[src/rtl/uart_sniff_pkg.sv]
// rtl/uart_sniff_pkg.sv - shared types, defaults and helpers for the UART sniffer receive stage
package uart_sniff_pkg;

   localparam int DEF_CLKS_PER_BIT = 434;
   localparam int DEF_FIFO_DEPTH   = 8;
   localparam int DATA_W           = 8;

   typedef enum logic [2:0] {
      IDLE,
      START,
      DATA,
      PARITY,
      STOP,
      BREAK
   } rx_state_t;

   // Occupancy must represent 0..depth inclusive, hence depth+1 codes.
   function automatic int level_width(input int depth);
      return $clog2(depth + 1);
   endfunction

endpackage

[src/rtl/uart_sniff_rx_if.sv]
// rtl/uart_sniff_rx_if.sv - valid/ready byte stream carrying received characters
interface uart_sniff_rx_if;
   import uart_sniff_pkg::*;

   logic              m_valid;
   logic [DATA_W-1:0] m_data;
   logic              m_ready;

   modport master (output m_valid, output m_data, input m_ready);
   modport slave  (input m_valid, input m_data, output m_ready);

endinterface

[src/rtl/uart_sniff_fifo.sv]
// rtl/uart_sniff_fifo.sv - synchronous byte FIFO with push/pop/full/empty/level
module uart_sniff_fifo
   import uart_sniff_pkg::*;
#(
   parameter int DEPTH = DEF_FIFO_DEPTH,
   parameter int WIDTH = DATA_W
) (
   input  logic                          clk,
   input  logic                          rst_n,
   input  logic                          push,
   input  logic [WIDTH-1:0]              push_data,
   input  logic                          pop,
   output logic [WIDTH-1:0]              pop_data,
   output logic                          full,
   output logic                          empty,
   output logic [level_width(DEPTH)-1:0] level
);

   localparam int AW = $clog2(DEPTH);
   localparam int LW = level_width(DEPTH);

   logic [WIDTH-1:0] mem [DEPTH];
   logic [AW-1:0]    wr_ptr;
   logic [AW-1:0]    rd_ptr;
   logic [LW-1:0]    count;
   logic             wr_en;
   logic             rd_en;

   // A full FIFO still accepts a write when the head leaves on the same edge.
   assign full     = (count == LW'(DEPTH));
   assign empty    = (count == '0);
   assign rd_en    = pop & ~empty;
   assign wr_en    = push & (~full | rd_en);
   assign level    = count;
   assign pop_data = empty ? '0 : mem[rd_ptr];

   // Storage array; contents are don't-care until written, so no reset.
   always_ff @(posedge clk) begin
      if (wr_en) mem[wr_ptr] <= push_data;
   end

   // Pointer and occupancy bookkeeping; depth is a power of two so pointers wrap naturally.
   always_ff @(posedge clk or negedge rst_n) begin
      if (!rst_n) begin
         wr_ptr <= '0;
         rd_ptr <= '0;
         count  <= '0;
      end else begin
         if (wr_en) wr_ptr <= wr_ptr + 1'b1;
         if (rd_en) rd_ptr <= rd_ptr + 1'b1;
         case ({wr_en, rd_en})
            2'b10:   count <= count + 1'b1;
            2'b01:   count <= count - 1'b1;
            default: count <= count;
         endcase
      end
   end

endmodule

[src/rtl/uart_sniff_rx.sv]
// rtl/uart_sniff_rx.sv - 8N1 UART deframer with byte FIFO and sticky errors; UART_SNIFF_PARITY_EN selects 8E1
module uart_sniff_rx
   import uart_sniff_pkg::*;
#(
   parameter int CLKS_PER_BIT = DEF_CLKS_PER_BIT,
   parameter int FIFO_DEPTH   = DEF_FIFO_DEPTH
) (
   input  logic                               io_clock,
   input  logic                               io_reset,
   input  logic                               io_rxd,
   uart_sniff_rx_if.master                    m_if,
   output logic [level_width(FIFO_DEPTH)-1:0] o_level,
   output logic                               o_frame_err,
   output logic                               o_parity_err,
   output logic                               o_overflow,
   input  logic                               i_clear
);

   localparam int            CW       = $clog2(CLKS_PER_BIT);
   localparam logic [CW-1:0] CNT_LAST = CW'(CLKS_PER_BIT - 1);
   localparam logic [CW-1:0] CNT_HALF = CW'(CLKS_PER_BIT / 2 - 1);

   rx_state_t         state;
   logic [CW-1:0]     cnt;
   logic [2:0]        bit_idx;
   logic [DATA_W-1:0] shreg;
   logic              rx_meta;
   logic              rxs;
   logic              at_last;
   logic              push;
   logic              pop;
   logic              fifo_full;
   logic              fifo_empty;
   logic              frame_ev;
   logic              ovf_ev;

   // Two-flop synchronizer; resets to the idle-high line level.
   always_ff @(posedge io_clock or negedge io_reset) begin
      if (!io_reset) begin
         rx_meta <= 1'b1;
         rxs     <= 1'b1;
      end else begin
         rx_meta <= io_rxd;
         rxs     <= rx_meta;
      end
   end

   assign at_last  = (cnt == CNT_LAST);
   assign frame_ev = (state == STOP) && at_last && !rxs;
`ifdef UART_SNIFF_PARITY_EN
   logic par_bad;
   logic par_ev;
   assign par_ev = (state == PARITY) && at_last && (rxs != ^shreg);
   assign push   = (state == STOP) && at_last && rxs && !par_bad;
`else
   assign push   = (state == STOP) && at_last && rxs;
`endif
   assign pop    = !fifo_empty && m_if.m_ready;
   assign ovf_ev = push && fifo_full && !pop;

   // Frame deserializer: half-bit start qualification, then one sample per bit time.
   always_ff @(posedge io_clock or negedge io_reset) begin
      if (!io_reset) begin
         state   <= IDLE;
         cnt     <= '0;
         bit_idx <= '0;
         shreg   <= '0;
`ifdef UART_SNIFF_PARITY_EN
         par_bad <= 1'b0;
`endif
      end else begin
         case (state)
            IDLE: begin
               cnt     <= '0;
               bit_idx <= '0;
`ifdef UART_SNIFF_PARITY_EN
               par_bad <= 1'b0;
`endif
               if (!rxs) state <= START;
            end
            START: begin
               if (cnt == CNT_HALF) begin
                  cnt   <= '0;
                  state <= rxs ? IDLE : DATA;
               end else begin
                  cnt <= cnt + 1'b1;
               end
            end
            DATA: begin
               if (at_last) begin
                  cnt     <= '0;
                  shreg   <= {rxs, shreg[DATA_W-1:1]};
                  bit_idx <= bit_idx + 1'b1;
`ifdef UART_SNIFF_PARITY_EN
                  if (bit_idx == 3'd7) state <= PARITY;
`else
                  if (bit_idx == 3'd7) state <= STOP;
`endif
               end else begin
                  cnt <= cnt + 1'b1;
               end
            end
`ifdef UART_SNIFF_PARITY_EN
            PARITY: begin
               if (at_last) begin
                  cnt     <= '0;
                  par_bad <= par_ev;
                  state   <= STOP;
               end else begin
                  cnt <= cnt + 1'b1;
               end
            end
`endif
            STOP: begin
               if (at_last) begin
                  cnt   <= '0;
                  state <= rxs ? IDLE : BREAK;
               end else begin
                  cnt <= cnt + 1'b1;
               end
            end
            BREAK: begin
               cnt <= '0;
               if (rxs) state <= IDLE;
            end
            default: state <= IDLE;
         endcase
      end
   end

   // Sticky error flags; a new event wins over a coincident clear.
   always_ff @(posedge io_clock or negedge io_reset) begin
      if (!io_reset) begin
         o_frame_err <= 1'b0;
         o_overflow  <= 1'b0;
      end else begin
         o_frame_err <= (o_frame_err & ~i_clear) | frame_ev;
         o_overflow  <= (o_overflow & ~i_clear) | ovf_ev;
      end
   end

`ifdef UART_SNIFF_PARITY_EN
   // Sticky parity flag, same clear priority as the other flags.
   always_ff @(posedge io_clock or negedge io_reset) begin
      if (!io_reset) o_parity_err <= 1'b0;
      else           o_parity_err <= (o_parity_err & ~i_clear) | par_ev;
   end
`else
   assign o_parity_err = 1'b0;
`endif

   assign m_if.m_valid = !fifo_empty;

   uart_sniff_fifo #(
      .DEPTH (FIFO_DEPTH),
      .WIDTH (DATA_W)
   ) u_fifo (
      .clk       (io_clock),
      .rst_n     (io_reset),
      .push      (push),
      .push_data (shreg),
      .pop       (pop),
      .pop_data  (m_if.m_data),
      .full      (fifo_full),
      .empty     (fifo_empty),
      .level     (o_level)
   );

endmodule

[src/flat_wrapper.sv]
// flat-port wrapper written by rule: the top's interface ports become plain ports
module uart_sniff_rx_flat import uart_sniff_pkg::*;
#(
   parameter int CLKS_PER_BIT = DEF_CLKS_PER_BIT,
   parameter int FIFO_DEPTH   = DEF_FIFO_DEPTH
)
  (io_clock, io_reset, io_rxd, o_level, o_frame_err, o_parity_err, o_overflow, i_clear, m_if_m_valid, m_if_m_data, m_if_m_ready);
  uart_sniff_rx_if m_if_i ();
  input  logic io_clock;
  input  logic io_reset;
  input  logic io_rxd;
  output logic [level_width(FIFO_DEPTH)-1:0] o_level;
  output logic o_frame_err;
  output logic o_parity_err;
  output logic o_overflow;
  input  logic i_clear;
  output wire logic [$bits(m_if_i.m_valid)-1:0] m_if_m_valid;
  output wire logic [$bits(m_if_i.m_data)-1:0] m_if_m_data;
  input wire logic [$bits(m_if_i.m_ready)-1:0] m_if_m_ready;
  assign m_if_m_valid = m_if_i.m_valid;
  assign m_if_m_data = m_if_i.m_data;
  assign m_if_i.m_ready = m_if_m_ready;
  uart_sniff_rx #(.CLKS_PER_BIT(CLKS_PER_BIT), .FIFO_DEPTH(FIFO_DEPTH)) u_core (.io_clock(io_clock), .io_reset(io_reset), .io_rxd(io_rxd), .m_if(m_if_i), .o_level(o_level), .o_frame_err(o_frame_err), .o_parity_err(o_parity_err), .o_overflow(o_overflow), .i_clear(i_clear));
endmodule
[config.mk]
export PLATFORM = sky130hd
export DESIGN_NAME = uart_sniff_rx_flat
export DESIGN_NICKNAME = d
export VERILOG_FILES = /design/src/rtl/uart_sniff_pkg.sv /design/src/rtl/uart_sniff_rx_if.sv /design/src/rtl/uart_sniff_fifo.sv /design/src/rtl/uart_sniff_rx.sv /design/src/flat_wrapper.sv
export SDC_FILE = /design/constraint.sdc
export NUM_CORES = 1
export LEC_CHECK = 0
export BUFFER_PORTS_ARGS = -buffer_cell sky130_fd_sc_hd__buf_2
export CORE_UTILIZATION = 61
export DETAILED_ROUTE_END_ITERATION = 16
export PLACE_DENSITY = 0.79
export SLEW_MARGIN = 15
export SYNTH_ARGS = -nofsm -noshare
export SYNTH_HDL_FRONTEND = slang
export SYNTH_HIERARCHICAL = 1
export SYNTH_SLANG_ARGS = --single-unit
[constraint.sdc]
create_clock -name io_clock -period 5.2 [get_ports io_clock]
set_input_delay 0.26 -clock io_clock [delete_from_list [all_inputs] [get_ports io_clock]]
set_output_delay 0.26 -clock io_clock [all_outputs]
set_load 0.01 [all_outputs]
### Word-level counts from Yosys, hierarchy flattened

Memories as Yosys holds them, arrays and structs flattened.
Index checks and enable logic that the tools add are counted.

* memory bits (writable): 64
* memories: 1
* bits of input ports: 5
* logic and storage cells: 81
* register bits: 37

* add/subtract/negate cells: 6
* mux-type cells: 18
* equal/unequal tests: 16
* bitwise gates (word level): 10
* reductions and logical operators: 19

Memories
* u_core.u_fifo.mem: words 8, width 8, rd ports 1, clocked after memory_dff 0, write ports 1, line uart_sniff_fifo.sv:22 `logic [WIDTH-1:0] mem [DEPTH];`

Operators with widths (count)
* 9-bit one-hot mux with 3 select lines: 1
* 3-bit 2-to-1 mux: 8
* 9-bit 2-to-1 mux: 2
* 3-bit one-hot mux with 5 select lines: 1
* 2-bit by 1-bit != test with 1-bit output, second input constant: 5
* 3-bit by 1-bit adder with 3-bit output, second input constant: 3
* 9-bit by 1-bit adder with 9-bit output, second input constant: 1
* 3-bit == test, second input constant: 3
* 9-bit by 8-bit == test with 1-bit output, second input constant: 1
* 9-bit == test, second input constant: 1
* 8-bit 2-to-1 mux: 1
* 4-bit one-hot mux with 2 select lines: 1
* 1-bit logical AND: 6
* 3-bit one-hot mux with 2 select lines: 1
* 6-bit AND reduction: 1
* 4-bit by 1-bit adder with 4-bit output, second input constant: 1
* 1-bit AND: 4
* 4-bit == test, second input constant: 1
* 4-bit zero test: 1
* 2-bit AND reduction: 2
* 2-bit nonzero test: 2
* 2-bit OR reduction: 2
* 4-bit by 1-bit subtractor with 4-bit output, second input constant: 1
* 3-bit by 1-bit == test with 1-bit output, second input constant: 1
* 11 further kinds: 18

### Depth between registers and ports, before layout

Gate-level depths: netlist of the first run.

* depth in word-level cells: 8
* mapped depth: 14
* mapped depth without buffers: 14

### Hierarchy

The synthesis of the first run kept the hierarchy.

Modules (own cells, without submodules)
* uart_sniff_fifo: cells each 168, area an instance 3104.2 um^2, instances 1, seq. area each 2172.1 um^2
* uart_sniff_rx: cells each 154, area an instance 1495.2 um^2, instances 1, seq. area each 678.2 um^2

### Worst setup path before layout of the first run

OpenSTA, ideal clock, no wires.

* kind: reg-to-reg
* start point: register u_core.cnt[1]
* end point: memory u_core/u_fifo/mem[4][0] (netlist name), enable pin
* cell stages (with the launch flop): 10
* setup time: 383 ps
* buffers on the path: 0
* arrival time: 3246 ps
* path slack: 1570 ps
* cells stage by stage: dfrtp_1 inv_1 ha_1 nand2_1 nor3_1 nand4_1 nor4_1 o31ai_4 or2_2 nor3_1

* cells in the longest elaborated chain, start to end: 6

Ends and longest elaborated chain
* start: declaration: line uart_sniff_rx.sv:24 `logic [CW-1:0] cnt;`
* start signal: assignment: line uart_sniff_rx.sv:86 `cnt <= cnt + 1'b1;`
* start signal: assignment: line uart_sniff_rx.sv:100 `cnt <= cnt + 1'b1;`
* start signal: assignment: line uart_sniff_rx.sv:119 `cnt <= cnt + 1'b1;`
* 9-bit == test: line uart_sniff_rx.sv:48 `assign at_last = (cnt == CNT_LAST);`
* 1-bit logical AND (2 in series): line uart_sniff_rx.sv:56 `assign push = (state == STOP) && at_last && rxs;`
* net u_core.push: line uart_sniff_rx.sv:30 `logic push;`
* 1-bit AND: line uart_sniff_fifo.sv:33 `assign wr_en = push & (~full | rd_en);`
* 1-bit 2-to-1 mux: line uart_sniff_fifo.sv:39 `if (wr_en) mem[wr_ptr] <= push_data;`
* 1-bit 2-to-1 mux (not written as such): line uart_sniff_fifo.sv:39
* end: declaration: line uart_sniff_fifo.sv:22

The timed path passes the listed nets, and every way through them passes these cells.

### Worst setup path after layout of the first run

* start point: register u_core.u_fifo.count[1], in the netlist u_core/u_fifo/level[1]
* end point: register u_core.u_fifo.count[3], in the netlist u_core/u_fifo/level[3]

* cells in the longest elaborated chain, start to end: 8
* elaborated cells between the ends (all ways): 15

Ends and longest elaborated chain
* start: declaration: line uart_sniff_fifo.sv:25 `logic [LW-1:0] count;`
* start signal: assignment: line uart_sniff_fifo.sv:52 `2'b10: count <= count + 1'b1;`
* start signal: assignment: line uart_sniff_fifo.sv:53 `2'b01: count <= count - 1'b1;`
* start signal: assignment: line uart_sniff_fifo.sv:54 `default: count <= count;`
* 4-bit zero test (*): line uart_sniff_fifo.sv:31 `assign empty = (count == '0);`
* net u_core.fifo_empty: line uart_sniff_rx.sv:33 `logic fifo_empty;`
* 1-bit zero test (*): line uart_sniff_rx.sv:58 `assign pop = !fifo_empty && m_if.m_ready;`
* 1-bit logical AND (*): line uart_sniff_rx.sv:58
* net u_core.pop: line uart_sniff_rx.sv:31 `logic pop;`
* 1-bit AND (*): line uart_sniff_fifo.sv:32 `assign rd_en = pop & ~empty;`
* 1-bit bitwise OR: line uart_sniff_fifo.sv:33
* 1-bit AND: line uart_sniff_fifo.sv:33
* 2-bit by 1-bit == test with 1-bit output or 2-bit == test (tied branches): line uart_sniff_fifo.sv:51 `case ({wr_en, rd_en})`
* 4-bit one-hot mux with 2 select lines or 2-bit nonzero test (tied branches)

Mark *: on every way through the listed nets, which the timed path passes. The rest lies on a longest branch.
A chain may end at the register's enable or synchronous reset.

==> results of run 1 <==
cells by family after synthesis:
| logic type | Yosys count |
|---|---|
| AO/OA/AOI/OAI | 39 |
| multiplexers | 40 |
| flip-flops | 101 |
| XOR/XNOR | 8 |
| AND/OR/NAND/NOR | 92 |
| buffers and inverters | 31 |
| adder cells (fa/ha/maj) | 10 |
| other | 1 |
power by group:
group / internal (uW) / switching (uW) / total [uW]
sequential: 876 / 108 / 984
clock: 270 / 256 / 527
combinational: 153 / 123 / 276
layout make-up:
type,count,share of cell area
timing repair buffer,22,0.0242
inverter,13,0.00982
sequential,101,0.574
clock inverter,5,0.0169
clock buffer,10,0.0257
multi-input combinational,190,0.325
tap,99,0.0249
stage by stage:
stage	cell area (um^2)	hold WS (ns)	worst slack, ns	utilization
floorplan	4600	-0.0356	1.57	-
global placement	4730	0.347	1.73	0.652
detailed placement	4730	0.349	1.58	0.652
CTS	4950	0.00252	1.56	0.683
global route	4970	0.0420	1.20	0.685
finish	4970	-0.0239	1.51	0.685
flip-flops by register name, indices dropped and copies added, names as in the netlist:
| signal | count |
|---|---|
| u_core/rx_meta | 1 |
| u_core/bit_idx | 3 |
| u_core/state | 3 |
| u_core/cnt | 9 |
| u_core/u_fifo/mem | 64 |
| u_core/u_fifo/level | 4 |
| u_core/u_fifo/rd_ptr | 3 |
| u_core/o_overflow | 1 |
| u_core/shreg | 8 |
| u_core/u_fifo/wr_ptr | 3 |
| u_core/o_frame_err | 1 |
| u_core/rxs | 1 |
worst paths after layout:
check                                       start  slack, ns  cells after the start                       to
max reg2reg                u_core/u_fifo/level[1]       1.51                     11   u_core/u_fifo/level[3]
max in group asynchronous                io_reset       4.67                      1  u_core/u_fifo/rd_ptr[0]
max                        u_core/u_fifo/level[1]       1.51                     11   u_core/u_fifo/level[3]
min in group io_clock                     i_clear       0.20                      3       u_core/o_frame_err
min reg2reg                        u_core/rx_meta       0.36                      0               u_core/rxs
min                                      io_reset      -0.02                      1  u_core/u_fifo/rd_ptr[1]
cell usage in the layout (no fill, tap or decap), drive strengths merged, types with 3 or more instances in the layout:
cell type / n
o21ai: 12
dfrtp: 35
xnor2: 6
buf: 21
nor2: 25
nand2: 25
mux2i: 12
or4: 3
or2: 3
nor4: 3
and2: 3
inv: 14
edfxtp: 64
mux2: 12
nand2b: 5
nor3: 8
clkbuf: 10
a21oi: 8
nor2b: 6
nand4: 3
mux4: 16
ha: 9
per-layer routing:
| metal | up-vias | wire (um) |
|---|---|---|
| met2 | 60 | 3820 |
| met3 | 13 | 312 |
| met4 | 0 | 153 |
| met5 | - | 0 |
| li1 | 1216 | - |
| met1 | 1313 | 3540 |
==> impl_results.md, run 1 <==
* Final number of setup-violating endpoints at 0
* Starting Density at 0.634
* Setup bufs post-CTS at 0
* Synth warn at 6
* Final worst path period share at 0.710
* CTS tree: built
* Post-route ant nets at 0
* Post-synth top area cell: edfxtp_1
* CTS root buffer: clkbuf_8
* Worst vdd ir at 0.000174 V
* Mapped Nets at 337
* Instance count of the mapped netlist at 322
* Hold-fix buffers, CTS at 1
* Fillcell total at 473
* Cells after DPL at 424
* Critical-path maximum fanout at 10
* Port Buffers at 19
* CTS resizes at 0
* Post-route DRC at 0
* Die height at 88.8 um
* CORE AREA at 0.00725 mm^2
* NumNets Final at 352
* Leak at 0.00205 uW
* Sequential area share after synthesis at 0.620
* Skew-Pair Late Insertion Delay at 0.36 ns
* Top FF cell, synth: edfxtp_1
* CTS buffer count at 9
* Gr usage total at 0.223
* Critical Path Slowest Stage Cell: nor2_1
* Total die area at 0.00789 mm^2
* Post-synthesis simple-gate area fraction at 0.101
* Fmax at 271 MHz
* Post-Layout Cell Count at 440
* Post-synthesis adder-cell area fraction at 0.0288
* Total Power at 1790 uW
* Number of synthesized flops with an enable pin at 64
* Pwr dens at 360 mW/mm^2
* Drt via density at 5.91
* GR Layer Usage met1 at 0.301
* Grt ovf at 0
* Distinct cells, synth at 61
* Boundary Pins at 21
* Crit path buffers/inverters at 1
* Initial DRC Count at 136
* Commonest cells in the synthesized netlist: 64 x edfxtp_1, 35 x dfrtp_1, 25 x nand2_1, 24 x nor2_1, 16 x mux4_2
* CTS H-tree depth at 3
* Avg WL per Cell at 17.8 um
* Row count at 31
* Layout cells sized above 1 at 0.211
* Max-cap viol count at 0
* Register area at 0.00285 mm^2
* CP Capture Type: flip-flop
* Final hold slack at -0.0239 ns
* GR Layer Usage met2 at 0.349
* Busiest layer in global routing: met2
* First-pass GRT wire length at 12500 um
* Status: finished with violations
* Routed vias at 2602
* Multi-input gate area at 0.00161 mm^2
* Die W at 88.8 um
* Largest family of logic cells by synthesized area: multiplexers
* Max transition margin at 0.244
* Final wirelength at 7820 um
* Worst-Margin Slew at 1.13 ns
* Vias in the first global route at 2600
* Compound-cell area share of the yosys netlist at 0.0656
* XOR/XNOR share of the synthesized area at 0.0152
* First-pass DRT Iterations at 4
* Post-detail-place hpwl at 5280 um
* Diode count at 0
* Total negative slack at 0 ns
* Clk sinks at 101
* CP cell instances: or3_1 > nor2_1 > nor2b_1 > o21ai_2 > nand2b_1 > inv_1 > ha_1 > a211oi_1 > o21ai_0 > o211ai_1 > o221ai_1
* Netlist Area Pre-Place at 0.00460 mm^2
* Clk slew on worst S/H paths at 0.10 ns
* FF+latch count, synth at 101
* Critical path type: flip-flop to flip-flop
* Post-route clock skew at 0.0135 ns
* Final Hold Violating Endpoints at 20
* Slowest stage delay, CP at 0.61 ns
* Placer congestion estimate at 0.859
* Top-area cell type share of the netlist area at 0.418
* RSZ-0062 raised after global routing: no
* Violated checks: hold timing
* Worst EP required at 5.43 ns
* Max-slew violations at 0
* Cell with the most instances after synthesis: edfxtp_1
* CTS Buffer Depth at 2
* M3 GR Usage at 0.0550
* Syn_area_per_cell at 14.3 um^2
* Mux share of post-synthesis cell area at 0.135
* CP startpoint kind: flip-flop
* Initial antenna violation count at 0
* Asr flop ratio synth at 0.366
* Min Tclk post-route at 3.69 ns
* Worst min path class: input pin to asynchronous set/reset pin
* Crit path max-delay family: simple AND/OR/NAND/NOR gates
* Arrival @ worst endpoint at 3.93 ns
* P&R area growth vs syn at 8.05%
* Pin count of the biggest net entering global routing at 38
* Synth top area cells: edfxtp_1 42%, dfrtp_1 19%, mux4_2 7.8%
(Power assumes the default switching activity.)
==> inputs of run 2 (changes only) <==
==> constraint.sdc (replaced) <==
create_clock -name io_clock -period 3.87 [get_ports io_clock]
set_input_delay 0.1935 -clock io_clock [delete_from_list [all_inputs] [get_ports io_clock]]
set_output_delay 0.1935 -clock io_clock [all_outputs]
set_load 0.01 [all_outputs]
==> impl_results.md, run 2 (synthesized netlist as in run 1, its figures left out) <==
* Final Hold Violating Endpoints at 0 (-100%)
* Fin util at 0.689 (+0.00362)
* Final number of setup-violating endpoints at 0 (unchanged)
* Worst R2R Setup Slack at 0.64 ns (-0.87 ns)
* Fillcell total at 506 (+7.0%)
* CTS H-tree depth at 3 (unchanged)
* Row count at 31 (unchanged)
* Post-route cell area at 0.00500 mm^2 (+0.53%)
* Placer congestion estimate at 0.781 (-9.1%)
* Worst-Margin Slew at 0.864 ns (-0.262 ns)
* Drt via density at 5.89 (-0.46%)
* Max FFs per register at 64 (unchanged)
* Min Tclk post-route at 3.23 ns (-0.462 ns)
* Grt ovf at 0 (unchanged)
* Max-cap viol count at 0 (unchanged)
* Total die area at 0.00789 mm^2 (unchanged)
* Post-detail-place hpwl at 5300 um (+0.32%)
* Pwr dens at 468 mW/mm^2 (+30%)
* Gr usage total at 0.232 (+0.00946)
* Max-slew violations at 0 (unchanged)
* CORE AREA at 0.00725 mm^2 (unchanged)
* Post-route DRC at 0 (unchanged)
* Worst min path class: input pin to flip-flop
* CP cell instances: or3_1 > nor2_1 > buf_4 > nor2b_1 > buf_4 > o21ai_2 > nand2b_1 > inv_1 > ha_1 > a211oi_1 > or3_1 > o21a_1 > o221ai_1
* P&R area growth vs syn at 8.62%
* Initial antenna violation count at 0 (unchanged)
* Worst EP required at 4.14 ns (-1.29 ns)
* Cells after DPL at 431 (+1.7%)
* Die W at 88.8 um (unchanged)
* Die height at 88.8 um (unchanged)
* Clk sinks at 101 (unchanged)
* Post-DP Area at 0.00478 mm^2 (+1.1%)
* RSZ-0062 raised after global routing: no
* Vias in the first global route at 2595 (-0.19%)
* CTS resizes at 0 (unchanged)
* Post-Layout Cell Count at 449 (+2.0%)
* CTS root buffer: clkbuf_8
* Post-route clock skew at 0.0119 ns (-0.00154 ns)
* Pin count of the biggest net entering global routing at 38 (unchanged)
* Diode count at 0 (unchanged)
* Fmax at 310 MHz (+14%)
* Boundary Pins at 21 (unchanged)
* Largest Register: u_core/u_fifo/mem
* CP startpoint kind: flip-flop
* Avg WL per Cell at 17.9 um (+0.86%)
* CTS buffer count at 9 (unchanged)
* First-pass GRT wire length at 13100 um (+4.5%)
* Initial DRC Count at 167 (+23%)
* Status: completed
* First-pass DRT Iterations at 4 (unchanged)
* CTS tree: built
* Post-route ant nets at 0 (unchanged)
* Clk slew on worst S/H paths at 0.10 ns (about the same)
* Starting Density at 0.634 (unchanged)
* Leak at 0.00208 uW (+1.6%)
* Final worst path period share at 0.834 (+0.125)
* Critical-path maximum fanout at 10 (unchanged)
* Setup bufs post-CTS at 0 (unchanged)
* Critical Path Slowest Stage Cell: or3_1
* Total negative slack at 0 ns (unchanged)
* Max transition margin at 0.424 (+0.181)
* Critical path type: flip-flop to flip-flop
* Routed vias at 2643 (+1.6%)
* Arrival @ worst endpoint at 3.50 ns (-0.43 ns)
* Slowest stage delay, CP at 0.57 ns (-0.04 ns)
* Skew-Pair Late Insertion Delay at 0.36 ns (about the same)
* Biggest registers after layout: u_core/u_fifo/mem (64), u_core/cnt (9), u_core/shreg (8)
* CTS Buffer Depth at 2 (unchanged)
* Most frequent cells in the layout: 64 x edfxtp_1, 34 x dfrtp_1, 25 x nand2_1
* Most common cell after layout, fill and taps aside: edfxtp_1
* NumNets Final at 360 (+2.3%)
* Layout cells sized above 1 at 0.223 (+0.0117)
* Worst vdd ir at 0.000217 V (+25%)
* CP Capture Type: flip-flop
* Final wirelength at 8050 um (+2.9%)
* Port Buffers at 19 (unchanged)
[run 2: changes by cell type in the layout (fill, tap and decap cells not counted)]
cell,previous run,this run
bufinv_16,2,0
clkbuf_1,1,0
dlygate4sd3_1,1,2
nor3_2,3,0
buf_4,2,9
clkinv_8,0,1
nor3_1,5,8
inv_6,1,4
[run 2: repair_timing]
| item | 4_1_cts | 5_1_grt |
|---|---|---|
| hold endpoints to repair | 36 | 0 |
| hold buffers | 2 | 0 |
| endpoints found under the setup margin | 0 | 0 |
[run 2: final timing paths]
| kind | startpoint | endpoint | depth (start not counted) |
|---|---|---|---|
| min | i_clear | u_core/o_frame_err | 3 |
| max | u_core/u_fifo/level[1] | u_core/u_fifo/level[3] | 13 |
| min in group asynchronous | io_reset | u_core/u_fifo/rd_ptr[1] | 2 |
| max reg2reg | u_core/u_fifo/level[1] | u_core/u_fifo/level[3] | 13 |
| min reg2reg | u_core/rx_meta | u_core/rxs | 0 |
| max in group asynchronous | io_reset | u_core/u_fifo/rd_ptr[0] | 2 |
[run 2: final cells by class]
class	count	area, um^2	area share
Sequential cell	101	2850	0.571
Multi-Input combinational cell	190	1600	0.320
Timing Repair Buffer	30	183	0.0366
Clock buffer	9	124	0.0248
Tap cell	99	124	0.0248
Clock inverter	7	66.3	0.0133
Inverter	13	48.8	0.00977
[run 2: routing by layer]
metal | vias up | track usage | wire length, um
met5 | - | 0 | 0
met4 | 0 | 0.0748 | 99
met3 | 9 | 0.0438 | 379
met2 | 61 | 0.390 | 4130
met1 | 1337 | 0.309 | 3450
li1 | 1236 | - | -
[run 2: power breakdown]
part | internal, uW | total, uW | switching (uW)
Sequential | 1180 | 1330 | 151
Clock | 248 | 627 | 379
Combinational | 214 | 383 | 168
[run 2: through the flow]
| stage | worst slack [ns] | power, uW | hold WS, ns |
|---|---|---|---|
| 2_1_floorplan | 0.240 | 1630 | -0.102 |
| 3_3_place_gp | 0.853 | 1720 | 0.299 |
| 3_5_place_dp | 0.695 | 1740 | 0.300 |
| 4_1_cts | 0.665 | 2360 | 0.131 |
| 5_1_grt | 0.460 | 2450 | 0.166 |
| 6_report | 0.641 | 2340 | 0.141 |
[run 2: critical path: cells and delay by family, from the launching register on]
family                     cells  cell delay (ns)
buffers and inverters          3             0.46
and+or+nand+nor                5             1.37
adders and majority gates      1             0.29
DFF                            1             0.41
AOI/OAI and AO/OA              4             0.60
==> inputs of run 3 (changes only) <==
--- a/config.mk
+++ b/config.mk
@@ -5,6 +5,7 @@
 export SDC_FILE = /design/constraint.sdc
 export NUM_CORES = 1
 export LEC_CHECK = 0
+export ABC_AREA = 1
 export BUFFER_PORTS_ARGS = -buffer_cell sky130_fd_sc_hd__buf_2
 export CORE_UTILIZATION = 61
 export DETAILED_ROUTE_END_ITERATION = 16
==> constraint.sdc (replaced) <==
create_clock -name io_clock -period 3.1 [get_ports io_clock]
set_input_delay 0.155 -clock io_clock [delete_from_list [all_inputs] [get_ports io_clock]]
set_output_delay 0.155 -clock io_clock [all_outputs]
set_load 0.01 [all_outputs]
==> impl_results.md, run 3 <==
* Worst EP required at 3.36 ns (-0.78 ns)
* Netlist Area Pre-Place at 0.00474 mm^2 (+3.1%)
* Initial antenna violation count at 0 (unchanged)
* Max-cap viol count at 0 (unchanged)
* NumNets Final at 528 (+47%)
* R2R depth at 15 (+2)
* Total die area at 0.00813 mm^2 (+3.1%)
* Worst-Margin Slew at 0.812 ns (-0.0517 ns)
* Port Buffers at 19 (unchanged)
* CP Capture Type: flip-flop
* Max transition margin at 0.459 (+0.0345)
* Number of synthesized flops with an enable pin at 64 (unchanged)
* CP dominant cell by count: nand2_1
* Fillcell total at 552 (+9.1%)
* Post-synth top area cell: edfxtp_1
* Critical-path maximum fanout at 7 (-3)
* Placer congestion estimate at 0.845 (+8.2%)
* Total negative slack at 0 ns (unchanged)
* FF+latch count, synth at 101 (unchanged)
* Largest Register: u_core/u_fifo/mem
* Avg WL per Cell at 14.5 um (-19%)
* Total Power at 2240 uW (-4.3%)
* CORE AREA at 0.00737 mm^2 (+1.6%)
* CTS resizes at 0 (unchanged)
* Most frequent cells in the layout: 108 x nand2_1, 82 x nor2_1, 64 x edfxtp_1
* Critical Path Slowest Stage Cell: dfrtp_1
* Status: completed
* Routed vias at 3410 (+29%)
* Met1 WL at 3960 um (+15%)
* CTS buffer count at 9 (unchanged)
* RSZ-0062 raised after global routing: no
* Clk slew on worst S/H paths at 0.10 ns (about the same)
* Diode count at 0 (unchanged)
* Hold-fix buffers, CTS at 3 (+1)
* Top Metal Used: met4
* Pin count of the biggest net entering global routing at 38 (unchanged)
* Biggest registers after layout: u_core/u_fifo/mem (64), u_core/cnt (9), u_core/shreg (8)
* CTS H-tree depth at 3 (unchanged)
* Setup bufs post-CTS at 0 (unchanged)
* CP startpoint kind: flip-flop
* Final wirelength at 8970 um (+11%)
* Critical path type: flip-flop to flip-flop
* Gr usage total at 0.239 (+0.00728)
* Post-Layout Cell Count at 617 (+37%)
* Final hold slack at 0.186 ns (+0.0452 ns)
* First-pass DRT Iterations at 5 (+1)
* Synth top area cells: edfxtp_1 41%, dfrtp_1 18%, nand2_1 8.5%
* Fmax at 362 MHz (+17%)
* Asr flop ratio synth at 0.366 (unchanged)
* Leak at 0.00244 uW (+17%)
* Cells after DPL at 598 (+39%)
* Worst vdd ir at 0.000252 V (+16%)
* Sequential area share after synthesis at 0.601 (-0.0188)
* Final number of setup-violating endpoints at 0 (unchanged)
* Worst hold path depth at 4 (+1)
* Final Hold Violating Endpoints at 0 (unchanged)
* First-pass GRT wire length at 15000 um (+15%)
* Slowest stage delay, CP at 0.42 ns (-0.15 ns)
* Post-detail-place hpwl at 6160 um (+16%)
* Post-DP Area at 0.00491 mm^2 (+2.6%)
* Arrival @ worst endpoint at 3.03 ns (-0.47 ns)
* Met2 WL at 4300 um (+4.2%)
* Starting Density at 0.644 (+0.00951)
* Post-route ant nets at 0 (unchanged)
* Boundary Pins at 21 (unchanged)
* Instance count of the mapped netlist at 486 (+51%)
* Drt via density at 5.53 (-6.1%)
* Pwr dens at 436 mW/mm^2 (-6.9%)
* Final worst path period share at 0.891 (+0.0570)
* Die height at 90.2 um (+1.5%)
* Top FF cell, synth: edfxtp_1
* Distinct cells, synth at 34 (-44%)
* Min Tclk post-route at 2.76 ns (-0.466 ns)
* CTS root buffer: clkbuf_8
* Max FFs per register at 64 (unchanged)
* CP cell instances: inv_1 > ha_1 > nand2_1 > nor3_1 > nand2_1 > nor3_1 > nand3b_4 > inv_1 > ha_1 > a21oi_1 > nand2_1 > nand3_1 > nand2_1 > nand3_1 > nand2_1
* Vias in the first global route at 3158 (+22%)
* Syn_area_per_cell at 9.76 um^2 (-32%)
* Row count at 31 (unchanged)
* CTS Buffer Depth at 2 (unchanged)
* Grt ovf at 0 (unchanged)
* Clk sinks at 101 (unchanged)
* Worst min path class: input pin to flip-flop
* P&R area growth vs syn at 8.23%
* Synth warn at 6 (unchanged)
* Post-route DRC at 0 (unchanged)
* Skew-Pair Late Insertion Delay at 0.37 ns (about the same)
* Mapped Nets at 501 (+49%)
* Crit path max-delay family: simple AND/OR/NAND/NOR gates
* Critical path depth at 15 (+2)
* Initial DRC Count at 172 (+3.0%)
* Crit path buffers/inverters at 2 (-1)
* Layout cells sized above 1 at 0.120 (-0.103)
* DR WL met3 at 634 um (+67%)
* Most common cell after layout, fill and taps aside: nand2_1
* Post-route cell area at 0.00513 mm^2 (+2.8%)
* Top-area cell type share of the netlist area at 0.405 (-0.0127)
* Cell with the most instances after synthesis: nand2_1
* Commonest cells in the synthesized netlist: 108 x nand2_1, 82 x nor2_1, 64 x edfxtp_1, 39 x inv_1, 38 x o21ai_1
* CTS tree: built
* Die W at 90.2 um (+1.5%)
* Max-slew violations at 0 (unchanged)
* Post-route clock skew at 0.00917 ns (-0.00276 ns)
run 3: cell types whose count changed after synthesis, moves of 8 or more:
cell,change
nand2_1,+83
nor2_1,+58
o21ai_1,+30
inv_1,+27
nand3_1,+20
mux4_2,-16
mux2i_1,-12
o21ai_0,+10
mux2_1,-9
o22ai_1,+8
run 3: path summary, 6_finish.rpt:
check | slack, ns | from | to
worst max-delay path | 0.34 | u_core/cnt[1] | u_core/u_fifo/level[3]
worst min-delay path | 0.19 | m_if_m_ready | u_core/o_overflow
worst max register to register | 0.34 | u_core/cnt[1] | u_core/u_fifo/level[3]
worst min register to register | 0.36 | u_core/rx_meta | u_core/rxs
max in group asynchronous | 2.17 | io_reset | u_core/shreg[6]
min in group asynchronous | 0.42 | io_reset | u_core/cnt[1]
run 3: cells by family after synthesis:
| kind of cell | synth area share |
|---|---|
| and+or+nand+nor | 0.215 |
| DFF | 0.601 |
| AOI/OAI and AO/OA | 0.0820 |
| buffers and inverters | 0.0607 |
| adders and majority gates | 0.0280 |
| xor gates and xnor gates | 0.0129 |
| other | 0.000791 |
run 3: metrics by stage:
step	setup WS, ns	util
6_report	0.337	0.697
5_1_grt	0.0734	0.697
4_1_cts	0.392	0.697
3_5_place_dp	0.410	0.666
3_3_place_gp	0.520	0.666
2_1_floorplan	0.716	-
run 3: worst reg2reg max path: stages (launching register included):
cell and delay [ns]:
dfrtp_1 0.42, inv_1 0.11, ha_1 0.20, nand2_1 0.06, nor3_1 0.26, nand2_1 0.13
nor3_1 0.30, nand3b_4 0.25, inv_1 0.08, ha_1 0.32, a21oi_1 0.17, nand2_1 0.09
nand3_1 0.07, nand2_1 0.06, nand3_1 0.07, nand2_1 0.05
run 3: cell type report:
| cell class | instances | area [um^2] | share of cell area |
|---|---|---|---|
| well taps | 99 | 124 | 0.0241 |
| flip-flops and latches | 101 | 2850 | 0.555 |
| inverters | 42 | 158 | 0.0307 |
| repair buffers | 32 | 200 | 0.0390 |
| clock inverters | 7 | 72.6 | 0.0141 |
| multi-input cells | 327 | 1610 | 0.313 |
| clock buffers | 9 | 124 | 0.0241 |
run 3: metal layers:
layer  GRT usage  up-vias
li1            -     1677
met1       0.327     1619
met2       0.386      106
met3      0.0482        8
met4      0.0806        0
met5           0        -
run 3: power by group:
group          total (uW)  switching, uW  internal [uW]
Combinational        16.2           11.6           4.57
Sequential           1420           1.71           1420
Clock                 799            482            317
Total                2240            495           1740
